### config.mk
export PLATFORM = sky130hd
export DESIGN_NAME = sbus_to_ahbl
export DESIGN_NICKNAME = d
export VERILOG_FILES = /design/src/rtl/sbus_to_ahbl.sv
export SDC_FILE = /design/constraint.sdc
export NUM_CORES = 1
export LEC_CHECK = 0
export ABC_CLOCK_PERIOD_IN_PS = 2100
export CAP_MARGIN = 20
export CORE_ASPECT_RATIO = 0.6
export CORE_MARGIN = 4
export CORE_UTILIZATION = 40
export CTS_CLUSTER_SIZE = 16
export DETAILED_ROUTE_END_ITERATION = 8
export PLACE_DENSITY = 0.84
export SLEW_MARGIN = 30
export SYNTH_ARGS = -nofsm -noshare
export SYNTH_HDL_FRONTEND = slang
export SYNTH_SLANG_ARGS = --single-unit
export TNS_END_PERCENT = 50
### constraint.sdc
create_clock -name clk -period 2.1 [get_ports clk]
set_input_delay 0.315 -clock clk [delete_from_list [all_inputs] [get_ports clk]]
set_output_delay 0.315 -clock clk [all_outputs]
set_load 0.01 [all_outputs]
### src/rtl/sbus_to_ahbl.sv
// SBUS responder issuing one single AHB-Lite manager transfer per request.
// Optional SBUS2AHBL_FAST_RESP_EN: completion is reported combinationally during the data phase.
module sbus_to_ahbl #(
    parameter int         W_ADDR    = 32,
    parameter logic [3:0] HPROT_VAL = 4'b0011
) (
    input  logic              clk,
    input  logic              rst_n,
    input  logic [W_ADDR-1:0] sbus_addr,
    input  logic              sbus_write,
    input  logic [1:0]        sbus_size,
    input  logic              sbus_vld,
    input  logic [31:0]       sbus_wdata,
    output logic              sbus_rdy,
    output logic              sbus_err,
    output logic [31:0]       sbus_rdata,
    output logic [W_ADDR-1:0] ahblm_haddr,
    output logic              ahblm_hwrite,
    output logic [1:0]        ahblm_htrans,
    output logic [2:0]        ahblm_hsize,
    output logic [2:0]        ahblm_hburst,
    output logic [3:0]        ahblm_hprot,
    output logic              ahblm_hmastlock,
    input  logic              ahblm_hready,
    input  logic              ahblm_hresp,
    output logic [31:0]       ahblm_hwdata,
    input  logic [31:0]       ahblm_hrdata
);

    localparam logic [1:0] ST_IDLE = 2'd0;
    localparam logic [1:0] ST_ADDR = 2'd1;
    localparam logic [1:0] ST_DATA = 2'd2;
    localparam logic [1:0] ST_RESP = 2'd3;

    localparam logic [1:0] HTRANS_IDLE   = 2'b00;
    localparam logic [1:0] HTRANS_NONSEQ = 2'b10;

    logic [1:0]        state_q,  state_d;
    logic [W_ADDR-1:0] haddr_q,  haddr_d;
    logic              hwrite_q, hwrite_d;
    logic [1:0]        hsize_q,  hsize_d;
    logic [31:0]       hwdata_q, hwdata_d;
    logic [31:0]       rdata_q,  rdata_d;
    logic              err_q,    err_d;
    logic              req_illegal;

    always_comb begin
        req_illegal = (sbus_size == 2'd3)
                    | ((sbus_size == 2'd1) & sbus_addr[0])
                    | ((sbus_size == 2'd2) & (|sbus_addr[1:0]));
    end

    always_comb begin
        state_d  = state_q;
        haddr_d  = haddr_q;
        hwrite_d = hwrite_q;
        hsize_d  = hsize_q;
        hwdata_d = hwdata_q;
        rdata_d  = rdata_q;
        err_d    = err_q;
        case (state_q)
            ST_IDLE: begin
                if (sbus_vld) begin
                    haddr_d  = sbus_addr;
                    hwrite_d = sbus_write;
                    hsize_d  = sbus_size;
                    // Illegal requests never reach the fabric; they are answered locally.
                    err_d    = req_illegal;
                    state_d  = req_illegal ? ST_RESP : ST_ADDR;
                end
            end
            ST_ADDR: begin
                if (ahblm_hready) begin
                    hwdata_d = sbus_wdata;
                    state_d  = ST_DATA;
                end
            end
            ST_DATA: begin
                // A two-phase ERROR first shows hresp with hready low; only the hready cycle counts.
                if (ahblm_hready) begin
                    if (!hwrite_q) begin
                        rdata_d = ahblm_hrdata;
                    end
                    err_d = ahblm_hresp;
`ifdef SBUS2AHBL_FAST_RESP_EN
                    state_d = ST_IDLE;
`else
                    state_d = ST_RESP;
`endif
                end
            end
            default: begin
                state_d = ST_IDLE;
            end
        endcase
    end

    always_ff @(posedge clk or negedge rst_n) begin
        if (!rst_n) begin
            state_q  <= ST_IDLE;
            haddr_q  <= '0;
            hwrite_q <= 1'b0;
            hsize_q  <= '0;
            hwdata_q <= '0;
            rdata_q  <= '0;
            err_q    <= 1'b0;
        end else begin
            state_q  <= state_d;
            haddr_q  <= haddr_d;
            hwrite_q <= hwrite_d;
            hsize_q  <= hsize_d;
            hwdata_q <= hwdata_d;
            rdata_q  <= rdata_d;
            err_q    <= err_d;
        end
    end

    assign ahblm_haddr     = haddr_q;
    assign ahblm_hwrite    = hwrite_q;
    assign ahblm_htrans    = (state_q == ST_ADDR) ? HTRANS_NONSEQ : HTRANS_IDLE;
    assign ahblm_hsize     = {1'b0, hsize_q};
    assign ahblm_hburst    = 3'b000;
    assign ahblm_hprot     = HPROT_VAL;
    assign ahblm_hmastlock = 1'b0;
    assign ahblm_hwdata    = hwdata_q;

`ifdef SBUS2AHBL_FAST_RESP_EN
    // RESP is only reached by illegal requests in this build.
    assign sbus_rdy   = (state_q == ST_RESP) | ((state_q == ST_DATA) & ahblm_hready);
    assign sbus_err   = (state_q == ST_DATA) ? ahblm_hresp  : err_q;
    assign sbus_rdata = (state_q == ST_DATA) ? ahblm_hrdata : rdata_q;
`else
    assign sbus_rdy   = (state_q == ST_RESP);
    assign sbus_err   = err_q;
    assign sbus_rdata = rdata_q;
`endif

endmodule

# After elaboration in Yosys (flattened, before gate mapping)
# Index checks and enable logic that the tools add are counted.
totals:
  reg_bits: 102
  latch_bits: 0
  ram_bits: 0
  rom_bits: 0
  input_bits: 104
  output_inout_bits: 112
  wordCells: 38
  mem_count: 0
op_classes:
  add_sub_neg: 0
  multipliers: 0
  div_mod_pow: 0
  magnitude_cmp: 0
  n_eq_ne: 9
  shifts: 0
  n_mux: 9
  n_bitwise: 5
  reduce_logical: 8
op_table:
  columns: ["operator", "n"]
  rows:
  - ["2-bit two-way mux", 5]
  - ["3-bit AND reduction", 3]
  - ["2-bit == test, second input constant", 4]
  - ["2-bit != test, second input constant", 3]
  - ["2-bit case mux with 3 select lines", 1]
  - ["2-bit by 1-bit == test with 1-bit output, second input constant", 2]
  - ["2-bit AND reduction", 2]
  - ["1-bit bitwise AND", 2]
  - ["2-bit logical NOT", 1]
  - ["1-bit two-way mux", 2]
  - ["1-bit OR", 2]
  - ["1-bit case mux with 2 select lines", 1]
  - ["2-bit nonzero test", 1]
  - ["2-bit OR reduction", 1]
  - ["1-bit inverter", 1]

# Longest topological paths before layout
depth:
  ltp_word: 7
  depth_mapped: 5
  mapped_depth_nobuf: 5

# Worst setup path after synthesis
# Ideal clock, no wire load.
synth_path:
  path_kind: "reg2reg"
  startpoint: "register state_q[0]"
  endpoint: "register haddr_q[0] (netlist: ahblm_haddr[0])"
  setup_time_ns: 0.125
  arrival_time_ns: 1.357
  required_time_ns: 1.975
  path_slack_ns: 0.619
  stages_incl_launch_ff: 6
  path_buffers: 1
  period_less_slack_ns: 1.481
  cell_sequence: "dfrtp_1 > inv_1 > ha_1 > nand2_2 > buf_2 > mux2_2"
synth_between:
  elab_chain_len: 2
synth_rtl:
  columns: ["item", "line", "text"]
  rows:
  - ["start: declaration", "38", "logic [1:0] state_q, state_d;"]
  - ["start signal: assignment", "108", "state_q <= state_d;"]
  - ["2-bit logical NOT", "61", "case (state_q)"]
  - ["2-bit AND reduction (no line)", null, null]
  - ["end signal: assignment", "109", "haddr_q <= haddr_d;"]
  - ["end: declaration", "39", "logic [W_ADDR-1:0] haddr_q, haddr_d;"]
# No other way between the ends.
# A chain may end at the register's enable or synchronous reset.

# Final worst setup path
layout_path:
  startpoint: "register state_q[1]"
  endpoint: "output ahblm_htrans[1]"
layout_between:
  elab_chain_len: 2
layout_rtl:
  columns: ["item", "line", "text"]
  rows:
  - ["2-bit by 1-bit == test with 1-bit output", "120", "assign ahblm_htrans = (state_q == ST_ADDR) ? HTRANS_NONSEQ : HTRANS_IDLE;"]
  - ["2-bit two-way mux", "120", null]
  - ["end: declaration", "19", "output logic [1:0] ahblm_htrans,"]
# No other way between the ends.

==> flow_metrics.py <==
metrics = {
    "cts": {
        "htree_levels": 3,
        "clk_latency_ps": 330,
        "clock_sinks": 102,
        "cts_tree": "yes",
        "clockBufferDepth": 2,
        "cts-buffers-inserted": 9,
        "cts_root_buf": "clkbuf_16",
        "postCtsHoldBufs": 0,
        "cts.clk_slew.worst_paths_ps": 70,
        "cts_resized": 0,
        "cts_setup_buffers": 0,
    },
    "global_routing": {
        "grt_busiest_layer": "met2",
        "grt_antenna_before_repair": 0,
        "grt_pass1_wl_um": 16440,
        "grt_max_degree": 103,
        "grt_overflow": 0,
        "grt_pass1_vias": 3054,
        "grtUsageMet2_pct": 27.61,
        "grtUsageMet1_pct": 21.70,
        "grt_use_met3_pct": 8.931,
        "globalRouteTotalUtil_pct": 17.31,
    },
    "drt": {
        "firstDrtPassIters": 4,
        "via_count": 2770,
        "drc": 0,
        "drtAntennaViolNets": 0,
        "post_drt_via_cell_ratio": 4.632,
        "wl_per_cell_um": 17.45,
        "routed_wl_um": 10440,
        "first_iter_violations": 75,
    },
    "yosys": {
        "synth_cell_type_count": 23,
        "synth_compound_area_share_pct": 1.638,
        "async_flop_share_pct": 100.0,
        "yosys.area_share.simple_pct": 1.426,
        "synthMuxAreaShare_pct": 30.01,
        "postSynthAreaPerCell_um2": 16.63,
        "synth_area_um2": 4124,
        "synth_edf_count": 0,
        "synth_warnings": 0,
        "synth_xor_area_share_pct": 0,
        "synth_ff_type": "dfrtp_1",
        "ys_seq_elements": 102,
        "synth_seq_area_share_pct": 61.89,
        "netlist_instances": 248,
        "synth_top_family_by_area": "multiplexers",
        "synth-adder-area-share_pct": 1.214,
    },
    "worst_setup_path": {
        "crit_arrival_ps": 1640,
        "endpoint_kind": "output pin",
        "crit_chain": "inv_1 -> ha_1 -> clkdlybuf4s50_1",
        "required_ps": 1780,
        "critPathSlowestCell": "clkdlybuf4s50_1",
        "crit_fanout": 4,
        "critPathKind": "flip-flop to output pin",
        "max_stage_delay_ps": 580,
        "path_delay_family": "buffers and inverters",
        "cp-start-kind": "flip-flop",
        "crit_buf_inv": 2,
    },
    "floorplan": {
        "die_h_um": 86.65,
        "rows": 28,
        "start_util_pct": 41.45,
        "coreArea_um2": 9950,
        "pin_count": 216,
        "dieArea_um2": 12050,
        "die_w_um": 139.1,
    },
    "sta": {
        "hold_violations": 0,
        "worst_slew_pin_slew_ps": 553.9,
        "layout_setup_ws_ps": 148.8,
        "slew_viol_final": 0,
        "fin_setup_tns_ps": 0,
        "slew_headroom_pct": 63.07,
        "min_period_ps": 1951,
        "timing.fmax_mhz": 512.5,
        "fin_crit_sh_pct": 92.91,
        "clock-skew-final_ps": 4.911,
        "setup_viol": 0,
        "rsz0062_at_grt": "no",
    },
    "pwr": {
        "power_uw": 10080,
        "pwr-share-comb_pct": 47.3,
        "p_clk_share_pct": 17.6,
        "ir_drop_v": 0.0008436,
        "total_leakage_power_uw": 0.002912,
        "power.share.switching_pct": 29.05,
        "p_switching_uw": 2927,
        "sequentialPowerShare_pct": 35.1,
        "p_per_area_nw_per_um2": 1516,
        "p_int_uw": 7149,
    },
    "place": {
        "place_hpwl_um": 7963,
        "io_buffers": 205,
        "dp.cells": 582,
        "pre_cts_slack_ps": 314.7,
        "place_area_um2": 6321,
        "routabilityCongestion": 0.8222,
    },
    "final_layout": {
        "layout-drive-gt1-share_pct": 26.57,
        "stdcell_count": 598,
        "final_common_cell": "clkdlybuf4s50_1",
        "layout_common_cells": "204 x clkdlybuf4s50_1, 102 x dfrtp_1, 69 x mux2_2",
        "n_antenna_cell": 0,
        "stdcell_area_um2": 6646,
        "nets": 566,
        "area_growth_pct": 61.16,
    },
    "outcome": {
        "run_status": "completed",
    },
    "hold_path": {
        "hold_path_class": "input pin to async pin",
    },
    "flow_run": {
        "maxCapViolations": 0,
    },
}
==> synth_stat cells (all sizes together) (2+ instances only) <==
| cell | instances | area share [%] |
|---|---|---|
| a31oi | 2 | 0.30 |
| buf | 19 | 3.4 |
| conb | 2 | 0.18 |
| dfrtp | 102 | 62 |
| ha | 4 | 1.2 |
| inv | 3 | 0.27 |
| mux2 | 99 | 30 |
| nand2 | 2 | 0.24 |
| o21ai | 3 | 0.36 |
| o31ai | 3 | 0.55 |
==> area by class of cell <==
| cell class | instances | area [um^2] |
|---|---|---|
| inverter | 3 | 11.26 |
| fill | 720 | 3303 |
| clock buffer | 11 | 242.7 |
| timing repair buffer | 210 | 2137 |
| sequential | 102 | 2552 |
| multi-input combinational | 132 | 1451 |
| tap | 135 | 168.9 |
| clock inverter | 5 | 82.58 |
==> sequential cells by signal, summed over array words and instances (netlist names) <==
register and cells:
ahblm_haddr 32, ahblm_hwdata 32, sbus_rdata 32, hsize_q 2, state_q 2, ahblm_hwrite 1, sbus_err 1
==> power by group through the flow <==
| stage | Clock (uW) | Sequential [uW] | Combinational, uW |
|---|---|---|---|
| 2_1_floorplan | 0 | 3960 | 1720 |
| 3_3_place_gp | 0 | 3510 | 4710 |
| 3_5_place_dp | 0 | 3570 | 4820 |
| 4_1_cts | 1830 | 3550 | 4840 |
| 5_1_grt | 1910 | 3670 | 5050 |
| 6_report | 1770 | 3540 | 4760 |
==> per-layer routing <==
metal  share of wire (%)  vias to the layer above  routed length, um
li1                    -                     1268                  -
met1                  42                     1360               4363
met2                  47                      135               4928
met3                  10                        7               1084
met4                0.58                        0                 61
met5                   0                        -                  0
==> stage by stage <==
step                utilization (%)  hold slack [ps]
floorplan                         -            19.41
global placement              63.53            422.3
detailed placement            63.53            437.5
CTS                           66.80            79.43
global route                  66.80            82.98
finish                        66.80            44.86
==> final timing paths <==
check	depth (start not counted)	from	slack, ps	endpoint
worst max-delay path	3	state_q[1]	150	ahblm_htrans[1]
worst min-delay path	2	rst_n	40	ahblm_hwdata[18]
worst max register to register	5	state_q[0]	360	sbus_rdata[17]
worst min register to register	1	ahblm_hwdata[4]	500	ahblm_hwdata[4]
max in group asynchronous	2	rst_n	1610	hsize_q[1]
min in group clk	1	ahblm_hwdata[4]	500	ahblm_hwdata[4]
==> worst register-to-register path: stages, from the launching register on <==
cell and delay [ps]:
dfrtp_1 420, inv_1 100, ha_1 330, nand3b_4 230
buf_12 240, mux2_4 310
==> cell families after synthesis <==
group | Yosys count
AOI/OAI and AO/OA | 10
buffers and inverters | 22
and+or+nand+nor | 8
DFF | 102
other | 2
adders and majority gates | 4
muxes | 100
Power figures use the tool's default switching activity.
